### src/rtl/ram_arb_pkg.sv
// Shared types and constants for the two-port RAM arbiter.
package ram_arb_pkg;

    typedef enum logic [1:0] {
        StIdle,
        StIssue,
        StResp
    } arb_state_e;

    localparam logic ARB_P0 = 1'b0;
    localparam logic ARB_P1 = 1'b1;

    localparam int unsigned RAM_AW = 22;

endpackage

### src/rtl/ram_arbiter_if.sv
// Requester buses plus RAM-side signals of the arbiter.
// master: requesters and RAM instance; slave: the arbiter.
interface ram_arbiter_if;
    import ram_arb_pkg::*;

    logic              p0_valid;
    logic [31:0]       p0_addr;
    logic [31:0]       p0_wdata;
    logic [3:0]        p0_wstrb;
    logic              p0_ready;
    logic [31:0]       p0_rdata;

    logic              p1_valid;
    logic [31:0]       p1_addr;
    logic [31:0]       p1_wdata;
    logic [3:0]        p1_wstrb;
    logic              p1_ready;
    logic [31:0]       p1_rdata;

    logic [3:0]        ram_wen;
    logic [RAM_AW-1:0] ram_addr;
    logic [31:0]       ram_wdata;
    logic [31:0]       ram_rdata;

    modport master (
        output p0_valid, p0_addr, p0_wdata, p0_wstrb,
        output p1_valid, p1_addr, p1_wdata, p1_wstrb,
        output ram_rdata,
        input  p0_ready, p0_rdata, p1_ready, p1_rdata,
        input  ram_wen, ram_addr, ram_wdata
    );

    modport slave (
        input  p0_valid, p0_addr, p0_wdata, p0_wstrb,
        input  p1_valid, p1_addr, p1_wdata, p1_wstrb,
        input  ram_rdata,
        output p0_ready, p0_rdata, p1_ready, p1_rdata,
        output ram_wen, ram_addr, ram_wdata
    );

endinterface

### src/rtl/ram_arb_pick.sv
// Combinational grant selection between the two requesters.
// ARB_ROUND_ROBIN_EN selects round-robin on contention; otherwise port 0 has priority.
module ram_arb_pick
    import ram_arb_pkg::*;
(
    input  logic p0_valid,
    input  logic p1_valid,
    input  logic last_served,
    output logic grant
);

    always_comb begin
        grant = ARB_P0;
        if (p1_valid && !p0_valid) begin
            grant = ARB_P1;
        end
`ifdef ARB_ROUND_ROBIN_EN
        else if (p0_valid && p1_valid && last_served == ARB_P0) begin
            grant = ARB_P1;
        end
`endif
    end

`ifndef ARB_ROUND_ROBIN_EN
    logic unused_last_served;
    assign unused_last_served = last_served;
`endif

endmodule

### src/rtl/ram_arbiter.sv
// Serialises two valid/ready requesters onto a single-port synchronous-read RAM.
// Build with ARB_ROUND_ROBIN_EN for round-robin arbitration on contention.
module ram_arbiter
    import ram_arb_pkg::*;
#(
    parameter int unsigned WORDS = 256
) (
    input  logic          clk,
    input  logic          resetn,
    ram_arbiter_if.slave  bus
);

    arb_state_e        state_q, state_d;
    logic              gnt_q;
    logic [RAM_AW-1:0] addr_q;
    logic [31:0]       wdata_q;
    logic [3:0]        wstrb_q;
    logic              inr_q;
    logic [31:0]       rdata0_q, rdata1_q;

    logic              pick_gnt;
    logic              last_served;
    logic              take;
    logic [RAM_AW-1:0] req_word;
    logic              req_inr;
    logic              resp;
    logic [31:0]       resp_data;

`ifdef ARB_ROUND_ROBIN_EN
    logic last_q;

    always_ff @(posedge clk) begin
        if (!resetn) begin
            last_q <= ARB_P1;
        end else if (take) begin
            last_q <= pick_gnt;
        end
    end

    assign last_served = last_q;
`else
    assign last_served = ARB_P1;
`endif

    ram_arb_pick u_pick (
        .p0_valid    (bus.p0_valid),
        .p1_valid    (bus.p1_valid),
        .last_served (last_served),
        .grant       (pick_gnt)
    );

    assign take     = (state_q == StIdle) && (bus.p0_valid || bus.p1_valid);
    assign req_word = (pick_gnt == ARB_P1) ? bus.p1_addr[RAM_AW+1:2] : bus.p0_addr[RAM_AW+1:2];
    assign req_inr  = 32'(req_word) < WORDS;

    always_comb begin
        state_d = state_q;
        unique case (state_q)
            StIdle:  if (take) state_d = StIssue;
            StIssue: state_d = StResp;
            StResp:  state_d = StIdle;
            default: state_d = StIdle;
        endcase
    end

    always_ff @(posedge clk) begin
        if (!resetn) begin
            state_q  <= StIdle;
            gnt_q    <= ARB_P0;
            addr_q   <= '0;
            wdata_q  <= '0;
            wstrb_q  <= '0;
            inr_q    <= 1'b0;
            rdata0_q <= '0;
            rdata1_q <= '0;
        end else begin
            state_q <= state_d;
            if (take) begin
                gnt_q   <= pick_gnt;
                addr_q  <= req_word;
                wdata_q <= (pick_gnt == ARB_P1) ? bus.p1_wdata : bus.p0_wdata;
                wstrb_q <= (pick_gnt == ARB_P1) ? bus.p1_wstrb : bus.p0_wstrb;
                inr_q   <= req_inr;
            end
            if (bus.p0_ready) rdata0_q <= resp_data;
            if (bus.p1_ready) rdata1_q <= resp_data;
        end
    end

    // Ready is masked while reset is held so an aborted access never completes.
    assign resp      = (state_q == StResp) && resetn;
    assign resp_data = inr_q ? bus.ram_rdata : 32'h0;

    assign bus.p0_ready  = resp && (gnt_q == ARB_P0);
    assign bus.p1_ready  = resp && (gnt_q == ARB_P1);
    assign bus.p0_rdata  = bus.p0_ready ? resp_data : rdata0_q;
    assign bus.p1_rdata  = bus.p1_ready ? resp_data : rdata1_q;

    assign bus.ram_addr  = addr_q;
    assign bus.ram_wdata = wdata_q;
    assign bus.ram_wen   = (state_q == StIssue && inr_q) ? wstrb_q : 4'h0;

    logic unused_addr;
    assign unused_addr = ^{bus.p0_addr[31:RAM_AW+2], bus.p0_addr[1:0],
                           bus.p1_addr[31:RAM_AW+2], bus.p1_addr[1:0]};

endmodule
### src/flat_wrapper.sv
// flat-port wrapper written by rule: the top's interface ports become plain ports
module ram_arbiter_flat import ram_arb_pkg::*;
#(
    parameter int unsigned WORDS = 256
)
  (clk, resetn, bus_p0_valid, bus_p0_addr, bus_p0_wdata, bus_p0_wstrb, bus_p1_valid, bus_p1_addr, bus_p1_wdata, bus_p1_wstrb, bus_ram_rdata, bus_p0_ready, bus_p0_rdata, bus_p1_ready, bus_p1_rdata, bus_ram_wen, bus_ram_addr, bus_ram_wdata);
  ram_arbiter_if bus_i ();
  input  logic clk;
  input  logic resetn;
  input wire logic [$bits(bus_i.p0_valid)-1:0] bus_p0_valid;
  input wire logic [$bits(bus_i.p0_addr)-1:0] bus_p0_addr;
  input wire logic [$bits(bus_i.p0_wdata)-1:0] bus_p0_wdata;
  input wire logic [$bits(bus_i.p0_wstrb)-1:0] bus_p0_wstrb;
  input wire logic [$bits(bus_i.p1_valid)-1:0] bus_p1_valid;
  input wire logic [$bits(bus_i.p1_addr)-1:0] bus_p1_addr;
  input wire logic [$bits(bus_i.p1_wdata)-1:0] bus_p1_wdata;
  input wire logic [$bits(bus_i.p1_wstrb)-1:0] bus_p1_wstrb;
  input wire logic [$bits(bus_i.ram_rdata)-1:0] bus_ram_rdata;
  output wire logic [$bits(bus_i.p0_ready)-1:0] bus_p0_ready;
  output wire logic [$bits(bus_i.p0_rdata)-1:0] bus_p0_rdata;
  output wire logic [$bits(bus_i.p1_ready)-1:0] bus_p1_ready;
  output wire logic [$bits(bus_i.p1_rdata)-1:0] bus_p1_rdata;
  output wire logic [$bits(bus_i.ram_wen)-1:0] bus_ram_wen;
  output wire logic [$bits(bus_i.ram_addr)-1:0] bus_ram_addr;
  output wire logic [$bits(bus_i.ram_wdata)-1:0] bus_ram_wdata;
  assign bus_i.p0_valid = bus_p0_valid;
  assign bus_i.p0_addr = bus_p0_addr;
  assign bus_i.p0_wdata = bus_p0_wdata;
  assign bus_i.p0_wstrb = bus_p0_wstrb;
  assign bus_i.p1_valid = bus_p1_valid;
  assign bus_i.p1_addr = bus_p1_addr;
  assign bus_i.p1_wdata = bus_p1_wdata;
  assign bus_i.p1_wstrb = bus_p1_wstrb;
  assign bus_i.ram_rdata = bus_ram_rdata;
  assign bus_p0_ready = bus_i.p0_ready;
  assign bus_p0_rdata = bus_i.p0_rdata;
  assign bus_p1_ready = bus_i.p1_ready;
  assign bus_p1_rdata = bus_i.p1_rdata;
  assign bus_ram_wen = bus_i.ram_wen;
  assign bus_ram_addr = bus_i.ram_addr;
  assign bus_ram_wdata = bus_i.ram_wdata;
  ram_arbiter #(.WORDS(WORDS)) u_core (.clk(clk), .resetn(resetn), .bus(bus_i));
endmodule
### config.mk
export PLATFORM = sky130hd
export DESIGN_NAME = ram_arbiter_flat
export DESIGN_NICKNAME = d
export VERILOG_FILES = /design/src/rtl/ram_arb_pkg.sv /design/src/rtl/ram_arbiter_if.sv /design/src/rtl/ram_arb_pick.sv /design/src/rtl/ram_arbiter.sv /design/src/flat_wrapper.sv
export SDC_FILE = /design/constraint.sdc
export NUM_CORES = 1
export LEC_CHECK = 0
export CORE_UTILIZATION = 42
export DETAILED_ROUTE_END_ITERATION = 8
export PLACE_DENSITY = 0.84
export SYNTH_ARGS = -nofsm -noshare
export SYNTH_HDL_FRONTEND = slang
export SYNTH_HIERARCHICAL = 1
export SYNTH_SLANG_ARGS = --single-unit
### constraint.sdc
create_clock -name clk -period 2.64 [get_ports clk]
set_input_delay 0.528 -clock clk [delete_from_list [all_inputs] [get_ports clk]]
set_output_delay 0.528 -clock clk [all_outputs]
set_load 0.01 [all_outputs]
==> results of run 1 <==
[per-stage QoR]
stage / util, % / total power [W] / setup TNS, ns / setup WS (ns)
floorplan: - / 0.00244 / 0 / 0.917
global placement: 66.3 / 0.00293 / 0 / 0.200
detailed placement: 66.3 / 0.00295 / 0 / 0.179
CTS: 71.6 / 0.00547 / 0 / 0.00613
global route: 72.8 / 0.00562 / -0.0299 / -0.0299
finish: 72.8 / 0.00542 / 0 / 0.0702
[cell usage in the layout (no fill, tap or decap), drive strengths merged, types with 2 or more instances in the layout]
master         instances
nor2                   2
nor3                   4
clkinv                 5
and2                  66
mux2i                 59
o21ai                 64
clkbuf                22
nand2                156
inv                    4
nor2b                  3
o211a                 58
dfxtp                126
nor4                   3
clkdlybuf4s50        238
bufinv                 4
and3                   4
dlymetal6s2s          36
buf                   17
[how the worst max path moves through the flow]
stage | from | end | depth (start not counted)
after floorplan | resetn | bus_p0_rdata[14] | 4
after global placement | resetn | bus_p1_rdata[14] | 5
after detailed placement | resetn | bus_p1_rdata[14] | 5
after CTS | u_core/state_q[1] | bus_p1_rdata[12] | 5
after global routing | u_core/state_q[0] | bus_p0_rdata[3] | 4
final | u_core/state_q[0] | bus_p0_rdata[3] | 4
[worst max-delay path, cell delays in order (launching register included)]
cell	delay, ns
dfxtp_1	0.33
nand4bb_4	0.27
clkbuf_16	0.25
o21ai_1	0.22
clkdlybuf4s50_1	0.57
[flip-flops by register name, indices dropped and copies added, names as in the netlist]
name,flops
u_core/bus.ram_wdata,32
u_core/rdata0_q,32
u_core/rdata1_q,32
u_core/bus.ram_addr,22
u_core/wstrb_q,4
u_core/state_q,2
u_core/gnt_q,1
u_core/inr_q,1
[final cells by class]
class	instances	area, µm²	area share [%]
repair buffers	293	3080	33.6
flip-flops and latches	126	2520	27.6
well taps	172	215	2.35
multi-input cells	425	2680	29.3
inverters	2	7.51	0.0820
clock buffers	20	467	5.10
clock inverters	12	181	1.98
[repair_timing]
| item | CTS | global route |
|---|---|---|
| setup endpoints to repair | 8 | 48 |
| endpoints found under the hold margin | 0 | 0 |
| gates resized for setup | 2 | 41 |
| cloned | 1 | 2 |
| pin swaps | 1 | 0 |
| setup buffers | 1 | 0 |
[metal layers]
| metal | GRT usage [%] | vias to the layer above |
|---|---|---|
| li1 | - | 2591 |
| met1 | 24.3 | 2468 |
| met2 | 42.2 | 216 |
| met3 | 6.28 | 25 |
| met4 | 9.35 | 0 |
| met5 | 0 | - |
[power groups by stage]
stage / registers, W / clock network [W] / logic, W
5_1_grt: 0.00208 / 0.00264 / 0.000900
2_1_floorplan: 0.00214 / 0 / 0.000294
3_3_place_gp: 0.00210 / 0 / 0.000826
3_5_place_dp: 0.00211 / 0 / 0.000839
6_report: 0.00207 / 0.00251 / 0.000845
4_1_cts: 0.00207 / 0.00255 / 0.000845
==> flow_summary.json, run 1 <==
{
  "hold_violations": 0,
  "fill_cells": 875,
  "finalSetupViolCount": 0,
  "power_density_nw_per_um2": 593,
  "die_area_um2": 13300,
  "worstHoldEndpoint": "u_core/wstrb_q[3]",
  "dp_cells": 1014,
  "fin_cells": 1050,
  "core-area_um2": 12600,
  "rows": 41,
  "cts_made_buffers": 17,
  "comb_power_share_pct": 15.6,
  "drt-initial-drc-count": 408,
  "cts_tree": "yes",
  "finalCritPeriodShare_pct": 97.3,
  "r2r_end": "u_core/bus.ram_wdata[19]",
  "grt_antenna_before_repair": 0,
  "min_path_type": "reg -> reg",
  "clkTransAtPathRegs_ns": 0.05,
  "drv_slew": 0,
  "drv_cap": 0,
  "placed_cell_area_um2": 8330,
  "vias_per_cell": 5.05,
  "initial_core_util_pct": 43.1,
  "syn-cell-area_um2": 5410,
  "wl_met1_um": 6420,
  "grt_max_degree": 66,
  "holdPathStages": 1,
  "die-height_um": 116,
  "status": "finished clean",
  "synth_nets": 777,
  "worst_ep_arrival_time_ns": 2.04,
  "endpoint_kind": "output port",
  "drc": 0,
  "cts_root_buffer": "clkbuf_16",
  "layout-drive-gt1-share_pct": 6.95,
  "max-slew-margin-rel_pct": 69.6,
  "ant_nets": 0,
  "fin_area_um2": 9150,
  "numClockSinks": 126,
  "finClkSkew_ns": 0.00780,
  "clk_path_buf_depth": 2,
  "syn_area_per_cell_um2": 8.94,
  "netlist_instances": 605,
  "p_sw_share_pct": 22.9,
  "route.met3.wl_um": 1210,
  "ys.warnings.count": 6,
  "top_layer": "met4",
  "whs_ns": 0.494,
  "rrSetupSlack_ns": 1.16,
  "worstPathRequired_ns": 2.11,
  "grtUsageTotal_pct": 22.8,
  "period_minus_slack_ns": 2.57,
  "cts_hold_buf": 0,
  "p_sw_w": 0.00124,
  "p_int_w": 0.00418,
  "dp_hpwl_um": 11300,
  "r2r-start": "u_core/state_q[1]",
  "syn2layout_area_growth_pct": 69.1,
  "peakVddDrop_v": 0.000390,
  "drt-pass1-iter-count": 4,
  "overflow": 0,
  "fmax_mhz": 389,
  "seq_power_share_pct": 38.1,
  "grt_pass1_wl_um": 23600,
  "htree_levels": 4,
  "p_clk_share_pct": 46.3,
  "wl_met2_um": 8350,
  "grt_pass1_vias": 4910,
  "clk_latency_ns": 0.41,
  "path_class": "reg -> out",
  "die_w_um": 116,
  "power.static_leakage_nw": 4.54,
  "worst_slew_pin_slew_ns": 0.456,
  "diodes": 0,
  "rr_worst_depth": 5,
  "io_buffers": 275,
  "vias": 5300,
  "wl_per_cell_um": 15.5,
  "startpoint_type": "flip-flop",
  "ioPinCount": 296,
  "final_nets": 1037,
  "worstHoldStart": "u_core/wstrb_q[3]",
  "cp_max_fo": 32,
  "finalWeightedCongestion": 0.831,
  "wl_um": 16300
}
(Power assumes the default switching activity.)
==> inputs of run 2 (changes only) <==
MAX_ROUTING_LAYER = met4   (was not set)
==> run 2 against run 1 <==
- flip-flop and latch count stayed put
- hold slack hardly changed
- setup slack better by 0.0067 ns
- core utilization hardly changed
- clock skew is 0.00071 ns lower
- combinational power hardly changed
- critical path type unchanged
- highest routed layer unchanged
==> flow_summary.json, run 2 (synthesized netlist as in run 1, its figures left out) <==
{
  "status": "finished clean",
  "layout-drive-gt1-share_pct": 6.95,
  "rr_worst_depth": 5,
  "placed_cell_area_um2": 8330,
  "grt_pass1_wl_um": 23500,
  "core-area_um2": 12600,
  "mostFrequentLayoutCell": "clkdlybuf4s50_1",
  "drv_slew": 0,
  "r2r_end": "u_core/bus.ram_wdata[19]",
  "clk_path_buf_depth": 2,
  "finalCritPeriodShare_pct": 97.1,
  "cts_root_buffer": "clkbuf_16",
  "endpoint_kind": "output port",
  "place_ws_ns": 0.179,
  "finClkSkew_ns": 0.00709,
  "drc": 0,
  "power.static_leakage_nw": 4.52,
  "fmax_mhz": 390,
  "worst_slew_pin_slew_ns": 0.471,
  "numClockSinks": 126,
  "critPathMaxStageDelay_ns": 0.58,
  "clkTransAtPathRegs_ns": 0.05,
  "dp_hpwl_um": 11300,
  "startpoint_type": "flip-flop",
  "fin_area_um2": 9150,
  "diodes": 0,
  "ioPinCount": 296,
  "syn2layout_area_growth_pct": 69.1,
  "cts_made_buffers": 17,
  "finalWeightedCongestion": 0.844,
  "grt_pass1_vias": 4920,
  "r2r-start": "u_core/state_q[1]",
  "die_w_um": 116,
  "die-height_um": 116,
  "fill_cells": 875,
  "path_class": "reg -> out",
  "overflow": 0,
  "worst_ep_arrival_time_ns": 2.04,
  "final_nets": 1037,
  "drt-initial-drc-count": 355,
  "finalSetupViolCount": 0,
  "vias": 5337,
  "power_density_nw_per_um2": 593,
  "rows": 41,
  "min_path_type": "reg -> reg",
  "slowest_stage": "clkdlybuf4s50_1",
  "cts_tree": "yes",
  "drv_cap": 0,
  "setup_tns_ns": 0,
  "vias_per_cell": 5.08,
  "final_cell_mix": "clkdlybuf4s50_1, nand2_1, dfxtp_1",
  "drt-pass1-iter-count": 4,
  "ant_nets": 0,
  "rrSetupSlack_ns": 1.15,
  "initial_core_util_pct": 43.1,
  "rsz0062_at_grt": "false",
  "fin_cells": 1050,
  "wl_per_cell_um": 15.5,
  "clk_latency_ns": 0.40,
  "cp_max_fo": 21,
  "dp_cells": 1014,
  "wl_um": 16300,
  "whs_ns": 0.494,
  "crit_chain": "nand4b_1 > buf_4 > clkbuf_16 > o21ai_1 > clkdlybuf4s50_1",
  "die_area_um2": 13300,
  "grtUsageTotal_pct": 23.4,
  "io_buffers": 275,
  "hold_violations": 0,
  "holdPathStages": 1,
  "grt_antenna_before_repair": 0,
  "peakVddDrop_v": 0.000391,
  "worstPathRequired_ns": 2.11,
  "worstHoldStart": "u_core/wstrb_q[3]",
  "max-slew-margin-rel_pct": 68.6,
  "grt_max_degree": 66,
  "worst_slack_ns": 0.0769,
  "worstHoldEndpoint": "u_core/wstrb_q[3]",
  "htree_levels": 4,
  "period_minus_slack_ns": 2.56,
  "cts_hold_buf": 0
}
-- run 2: cell types whose count changed in the layout (fill, tap and decap cells not counted) --
cell             delta
dlymetal6s2s_1      -1
clkdlybuf4s50_1     +1
-- run 2: where the power goes --
group          leakage, nW  internal [W]  switching [W]
registers             1.03       0.00201      0.0000590
clock network        0.317       0.00166       0.000851
logic                 3.17      0.000507       0.000338
total                 4.52       0.00418        0.00125
-- run 2: metrics by stage --
step                      util [%]  power, W
after detailed placement      66.3   0.00295
after global placement        66.3   0.00293
after global routing          72.8   0.00562
after floorplan                  -   0.00244
final                         72.8   0.00543
after CTS                     71.6   0.00547
-- run 2: layer usage --
layer	GRT usage (%)	up-vias	share of wire [%]
met1	24.4	2498	39
met3	5.75	26	7.6
met2	42.0	220	51
li1	-	2593	-
met5	-	-	0
met4	9.87	0	1.9
-- run 2: cell type report --
| cell class | count | area (µm²) | area share, % |
|---|---|---|---|
| repair buffers | 293 | 3070 | 33.6 |
| multi-input cells | 425 | 2680 | 29.3 |
| flip-flops and latches | 126 | 2520 | 27.6 |
| clock buffers | 20 | 467 | 5.10 |
| well taps | 172 | 215 | 2.35 |
| clock inverters | 12 | 181 | 1.98 |
| inverters | 2 | 7.51 | 0.0820 |
-- run 2: what timing repair did --
item / in CTS / in global routing
cloned: 1 / 2
buffers inserted: 1 / 0
endpoints found under the hold margin: 0 / 0
pin swaps: 1 / 0
endpoints found under the setup margin: 8 / 46
resized for setup: 2 / 40
-- run 2: worst max-delay path: cells and delay by family, from the launching register on --
family / cells / cell delay [ns]
and+or+nand+nor: 1 / 0.17
AOI/OAI and AO/OA: 1 / 0.17
buffers and inverters: 3 / 0.95
DFF: 1 / 0.33
-- run 2: worst max path at each step --
stage | start | end | cells past startpoint
CTS | u_core/state_q[1] | bus_p1_rdata[12] | 5
floorplan | resetn | bus_p0_rdata[14] | 4
finish | u_core/state_q[0] | bus_p1_rdata[2] | 5
global route | u_core/state_q[0] | bus_p0_rdata[3] | 4
global placement | resetn | bus_p1_rdata[14] | 5
detailed placement | resetn | bus_p1_rdata[14] | 5
==> inputs of run 3 (changes only) <==
CORE_UTILIZATION = 35   (was 42)
PLACE_DENSITY = 0.74   (was 0.84)
clock period = 2.3 ns   (was 2.64 ns; I/O delays follow)
==> run 3 against run 2 <==
- power grew 6.5%
- clock power decreased by 4%
- final cell count rose by 1.6%
- core utilization is 14 points lower
- combinational power grew 17%
- clock-buffer cell count is 1 lower
- die area rose by 20%
- setup slack gained 0.024 ns
- wire length shrank 3.1%
- first-iteration DRC count shrank 27%
- critical path type unchanged
- largest cell class unchanged
- largest power group unchanged
==> flow_summary.json, run 3 (synthesized netlist as in run 1, its figures left out) <==
{
  "numClockSinks": 126,
  "slowest_stage": "dfxtp_1",
  "final_cell_mix": "clkdlybuf4s50_1, nand2_1, dfxtp_1",
  "overflow": 0,
  "finalCritPeriodShare_pct": 95.6,
  "cts_made_buffers": 17,
  "hold_violations": 0,
  "cts_hold_buf": 0,
  "critPathMaxStageDelay_ns": 0.33,
  "vias": 5107,
  "wl_per_cell_um": 14.8,
  "die-height_um": 126,
  "finClkSkew_ns": 0.00927,
  "drt-initial-drc-count": 258,
  "mostFrequentLayoutCell": "clkdlybuf4s50_1",
  "fin_cells": 1067,
  "die_w_um": 126,
  "grt_antenna_before_repair": 0,
  "diodes": 0,
  "period_minus_slack_ns": 2.20,
  "syn2layout_area_growth_pct": 65.0,
  "worstHoldStart": "u_core/wstrb_q[0]",
  "worstPathRequired_ns": 1.84,
  "initial_core_util_pct": 35.7,
  "fmax_mhz": 455,
  "max-slew-margin-rel_pct": 52.5,
  "finalWeightedCongestion": 0.739,
  "core-area_um2": 15100,
  "setup_tns_ns": 0,
  "dp_hpwl_um": 11100,
  "finalSetupViolCount": 0,
  "wl_um": 15800,
  "drc": 0,
  "rows": 45,
  "critPathLaunch": "u_core/state_q[0]",
  "cp_max_fo": 16,
  "drv_cap": 0,
  "dp_cells": 1034,
  "place_ws_ns": 0.0280,
  "grt_pass1_vias": 4762,
  "grt_max_degree": 73,
  "cts_tree": "yes",
  "die_area_um2": 16000,
  "endpoint_kind": "output port",
  "drv_slew": 0,
  "io_buffers": 275,
  "worst_slew_pin_slew_ns": 0.712,
  "worst_slack_ns": 0.101,
  "grtUsageTotal_pct": 20.4,
  "cpLargestDelayFamily": "buffers and inverters",
  "startpoint_type": "flip-flop",
  "drt-pass1-iter-count": 5,
  "ant_nets": 0,
  "vias_per_cell": 4.79,
  "clk_path_buf_depth": 2,
  "min_path_type": "reg -> reg",
  "path_buf_inv": 3,
  "cts_root_buffer": "clkbuf_16",
  "status": "finished clean",
  "worst_ep_arrival_time_ns": 1.74,
  "final_nets": 1040,
  "power.static_leakage_nw": 4.14,
  "layout-drive-gt1-share_pct": 6.94,
  "power_density_nw_per_um2": 647,
  "grt_pass1_wl_um": 24400,
  "crit_chain": "nand4b_1 > buf_4 > clkbuf_16 > o21ai_1 > dlygate4sd2_1",
  "ioPinCount": 296,
  "rsz0062_at_grt": "false",
  "clk_latency_ns": 0.41,
  "htree_levels": 4,
  "r2r-start": "u_core/state_q[1]",
  "clkTransAtPathRegs_ns": 0.05,
  "peakVddDrop_v": 0.000477,
  "path_class": "reg -> out"
}
[run 3: metal layers]
metal  GRT usage, %  share of wire (%)  vias to the layer above  routed length (µm)
li1               -                  -                     2587                   -
met1           22.7                 42                     2312                6700
met2           34.1                 50                      196                7830
met3           6.79                7.4                       12                1170
met4           6.80               0.70                        0                 110
met5              -                  0                        -                   0
[run 3: worst register-to-register path: cells and delay by family, from the launching register on]
| kind | cells | cell delay [ns] |
|---|---|---|
| compound gates | 1 | 0.13 |
| flops | 1 | 0.35 |
| buf+inv | 2 | 0.44 |
| simple gates | 2 | 0.36 |
[run 3: path summary, 6_finish.rpt]
check,end,slack (ns),cells after the start
setup / recovery,bus_p1_rdata[31],0.10,5
hold / removal,u_core/wstrb_q[0],0.49,1
setup reg to reg,u_core/bus.ram_wdata[26],0.90,5
hold reg to reg,u_core/wstrb_q[0],0.49,1
[run 3: area by class of cell]
class	instances	area, µm²
clock inverter	11	96.3
fill	1389	6220
sequential	126	2520
timing repair buffer	296	2950
multi-input combinational	425	2680
clock buffer	19	433
tap	188	235
inverter	2	7.51
[run 3: timing repair]
item,in CTS,in global routing
gates resized for setup,71,9
endpoints found under the setup margin,67,28
hold endpoints to repair,0,0
buffers inserted,1,0
gates cloned,1,1
[run 3: stage by stage]
| stage | area [µm²] | hold WS, ns | utilization (%) | total power [W] |
|---|---|---|---|---|
| floorplan | 5410 | 0.465 | - | 0.00280 |
| global placement | 8410 | 0.473 | 55.5 | 0.00340 |
| detailed placement | 8410 | 0.480 | 55.5 | 0.00341 |
| CTS | 8900 | 0.492 | 58.7 | 0.00586 |
| global route | 8930 | 0.507 | 59.0 | 0.00603 |
| finish | 8930 | 0.487 | 59.0 | 0.00578 |
[run 3: power by group]
| part | leakage, nW | switching [W] | internal [W] | total, W |
|---|---|---|---|---|
| combinational | 2.86 | 0.000392 | 0.000599 | 0.000991 |
| sequential | 1.03 | 0.0000616 | 0.00231 | 0.00237 |
| clock | 0.247 | 0.000956 | 0.00146 | 0.00242 |
| total | 4.14 | 0.00141 | 0.00437 | 0.00578 |
==> patch, RTL diff (settings of run 3) <==
Encoding of `arb_state_e`: now one-hot (3 bits for 3 states).
--- a/src/rtl/ram_arb_pkg.sv
+++ b/src/rtl/ram_arb_pkg.sv
@@ -1,10 +1,10 @@
 // Shared types and constants for the two-port RAM arbiter.
 package ram_arb_pkg;
 
-    typedef enum logic [1:0] {
-        StIdle,
-        StIssue,
-        StResp
+    typedef enum logic [2:0] {
+        StIdle  = 3'b001,
+        StIssue = 3'b010,
+        StResp  = 3'b100
     } arb_state_e;
 
     localparam logic ARB_P0 = 1'b0;
Check against the original RTL: same outputs for any inputs over 4 cycles, from zero or initial values and one cycle with resetn low; so few cycles prove little.
==> patch against run 3 <==
- power increased by 9.5%
- cell area increased by 11%
- the run now ends with negative setup slack left
- die area increased by 9.7%
- global-route usage increased by 0.55 points
- sequential cell count increased by 1
- setup slack got worse by 0.12 ns
- count of clock-buffer cells in the layout increased by 6
- synthesized area increased by 9.9%
- routed wire length increased by 14%
- clock power increased by 10%
- register-to-register slack got worse by 0.22 ns
==> patch: results (changes against run 3) <==
[timing]
tightest_slew_ns=0.6204  ; was 0.7118 ns
setup_viol=4  ; was 0
layout_setup_ws_ns=-0.01852  ; was 0.1007 ns
fin_skew_ns=0.006308  ; was 0.009269 ns
fin_setup_tns_ns=-0.04770  ; was 0 ns

[setup_path]
cp_slowest_cell=and4bb_4  ; was dfxtp_1
crit_family=simple AND/OR/NAND/NOR gates  ; was buffers and inverters
slowest_delay_ns=0.37  ; was 0.33 ns
critPathArrivalTime_ns=1.86  ; was 1.74 ns
cp_max_fo=6  ; was 16

[placed_design]
gp_congestion=0.7804  ; was 0.7389
dpl.hpwl_um=12450  ; was 11090 µm
dp_cells=1134  ; was 1034
dpl_cell_area_um2=9188  ; was 8408 µm²
numPortBuffers=275  ; unchanged

[global_route]
grt_max_degree=69  ; was 73
antenna_found_initial=0  ; unchanged
grt_pass1_wl_um=28200  ; was 24410 µm
grt_use_total=0.2090  ; was 0.2036
first_global_vias=5677  ; was 4762

[final_layout]
insertedDiodeCount=0  ; unchanged
nFillCells=1494  ; was 1389
drive_gt1_frac=0.2380  ; was 0.06940
utilization=0.5985  ; was 0.5896
final_cell_count_no_fill=1182  ; was 1067

[cts]
cts_buffer_depth=2  ; unchanged
clock_latency_ns=0.40
path_clk_slew_ns=0.05  ; about the same
cts-buffers-inserted=17  ; unchanged
root_buffer=clkbuf_16  ; unchanged
htreeDepth=4  ; unchanged

[logic_synthesis]
yosysWarnings=6  ; unchanged
synth_fp_nets=820  ; was 777
synth.avg_cell_area_um2=9.177  ; was 8.945 µm²

[power_and_ir_drop]
p_leak_uw=0.004680  ; was 0.004136 µW
vdd_drop_max_mv=0.4787  ; was 0.4769 mV
p_sw_uw=1485  ; was 1410 µW

[drt]
vias=5840  ; was 5107
wl_um=18000  ; was 15820 µm
drt_pass1_iterations=5  ; unchanged
first_iter_violations=242  ; was 258

[worst_hold_path]
hold_path_class=reg2reg  ; unchanged

[outcome]
violations=negative setup slack
status=finished, violations left  ; was complete, no violations

==> patch: changes by cell type in the layout (fill, tap and decap cells not counted), moves of 25 or more <==
cell / before / now
nand4_1: 0 / 32
a21boi_1: 0 / 25
o21ai_1: 62 / 0
and2_1: 66 / 3
nand3_2: 0 / 27
a21boi_0: 0 / 30
dlygate4sd2_1: 61 / 3
buf_2: 0 / 38
buf_4: 13 / 44
==> patch: layout make-up <==
class | count | area share
Sequential cell | 127 | 0.2564
Inverter | 3 | 0.002395
Timing Repair Buffer | 343 | 0.3306
Multi-Input combinational cell | 459 | 0.3231
Clock buffer | 25 | 0.05193
Clock inverter | 5 | 0.007815
Tap cell | 220 | 0.02773
==> patch: power by group through the flow <==
| stage | clock (µW) | sequential [µW] | combinational (µW) |
|---|---|---|---|
| finish | 2670 | 2440 | 1210 |
| global route | 2850 | 2460 | 1310 |
| CTS | 2750 | 2440 | 1220 |
| detailed placement | 0 | 2490 | 1210 |
| global placement | 0 | 2480 | 1200 |
| floorplan | 0 | 2550 | 432 |
==> patch: worst reg2reg max path: stages, from the launching register on <==
cell and delay (ns):
dfxtp_2 0.31, and4bb_4 0.37, nand2b_4 0.10, clkinv_8 0.08, buf_8 0.11, buf_12 0.10
buf_16 0.10, nand3_4 0.07, buf_4 0.15, a21boi_1 0.14
==> patch: repair_timing <==
item,in CTS,in global routing
gates cloned,2,1
endpoints found under the setup margin,70,62
resized for setup,247,71
pin swaps,14,17
endpoints found under the hold margin,0,0
buffers inserted,9,8
==> patch: routing by layer <==
layer	GRT usage	share of wire	vias to the layer above	wire, µm
met4	0.06386	0.018	0	331
met1	0.2394	0.42	2723	7607
met5	-	0	-	0
li1	-	-	2893	-
met3	0.05037	0.056	24	1011
met2	0.3591	0.50	200	9044
==> patch: final timing paths <==
kind                        from                  end  slack, ns  cells past startpoint
max            u_core/state_q[1]      bus_p0_rdata[7]      -0.02                      9
min          u_core/rdata0_q[16]  u_core/rdata0_q[16]       0.46                      2
max reg2reg    u_core/state_q[1]   u_core/rdata0_q[6]       0.68                      9
min reg2reg  u_core/rdata0_q[16]  u_core/rdata0_q[16]       0.46                      2
==> patch: per-stage QoR <==
stage | setup slack, ns | total power (µW)
2_1_floorplan | 0.3401 | 2982
5_1_grt | -0.1021 | 6612
4_1_cts | -0.1330 | 6410
6_report | -0.01852 | 6327
3_3_place_gp | -0.1170 | 3683
3_5_place_dp | -0.1387 | 3695
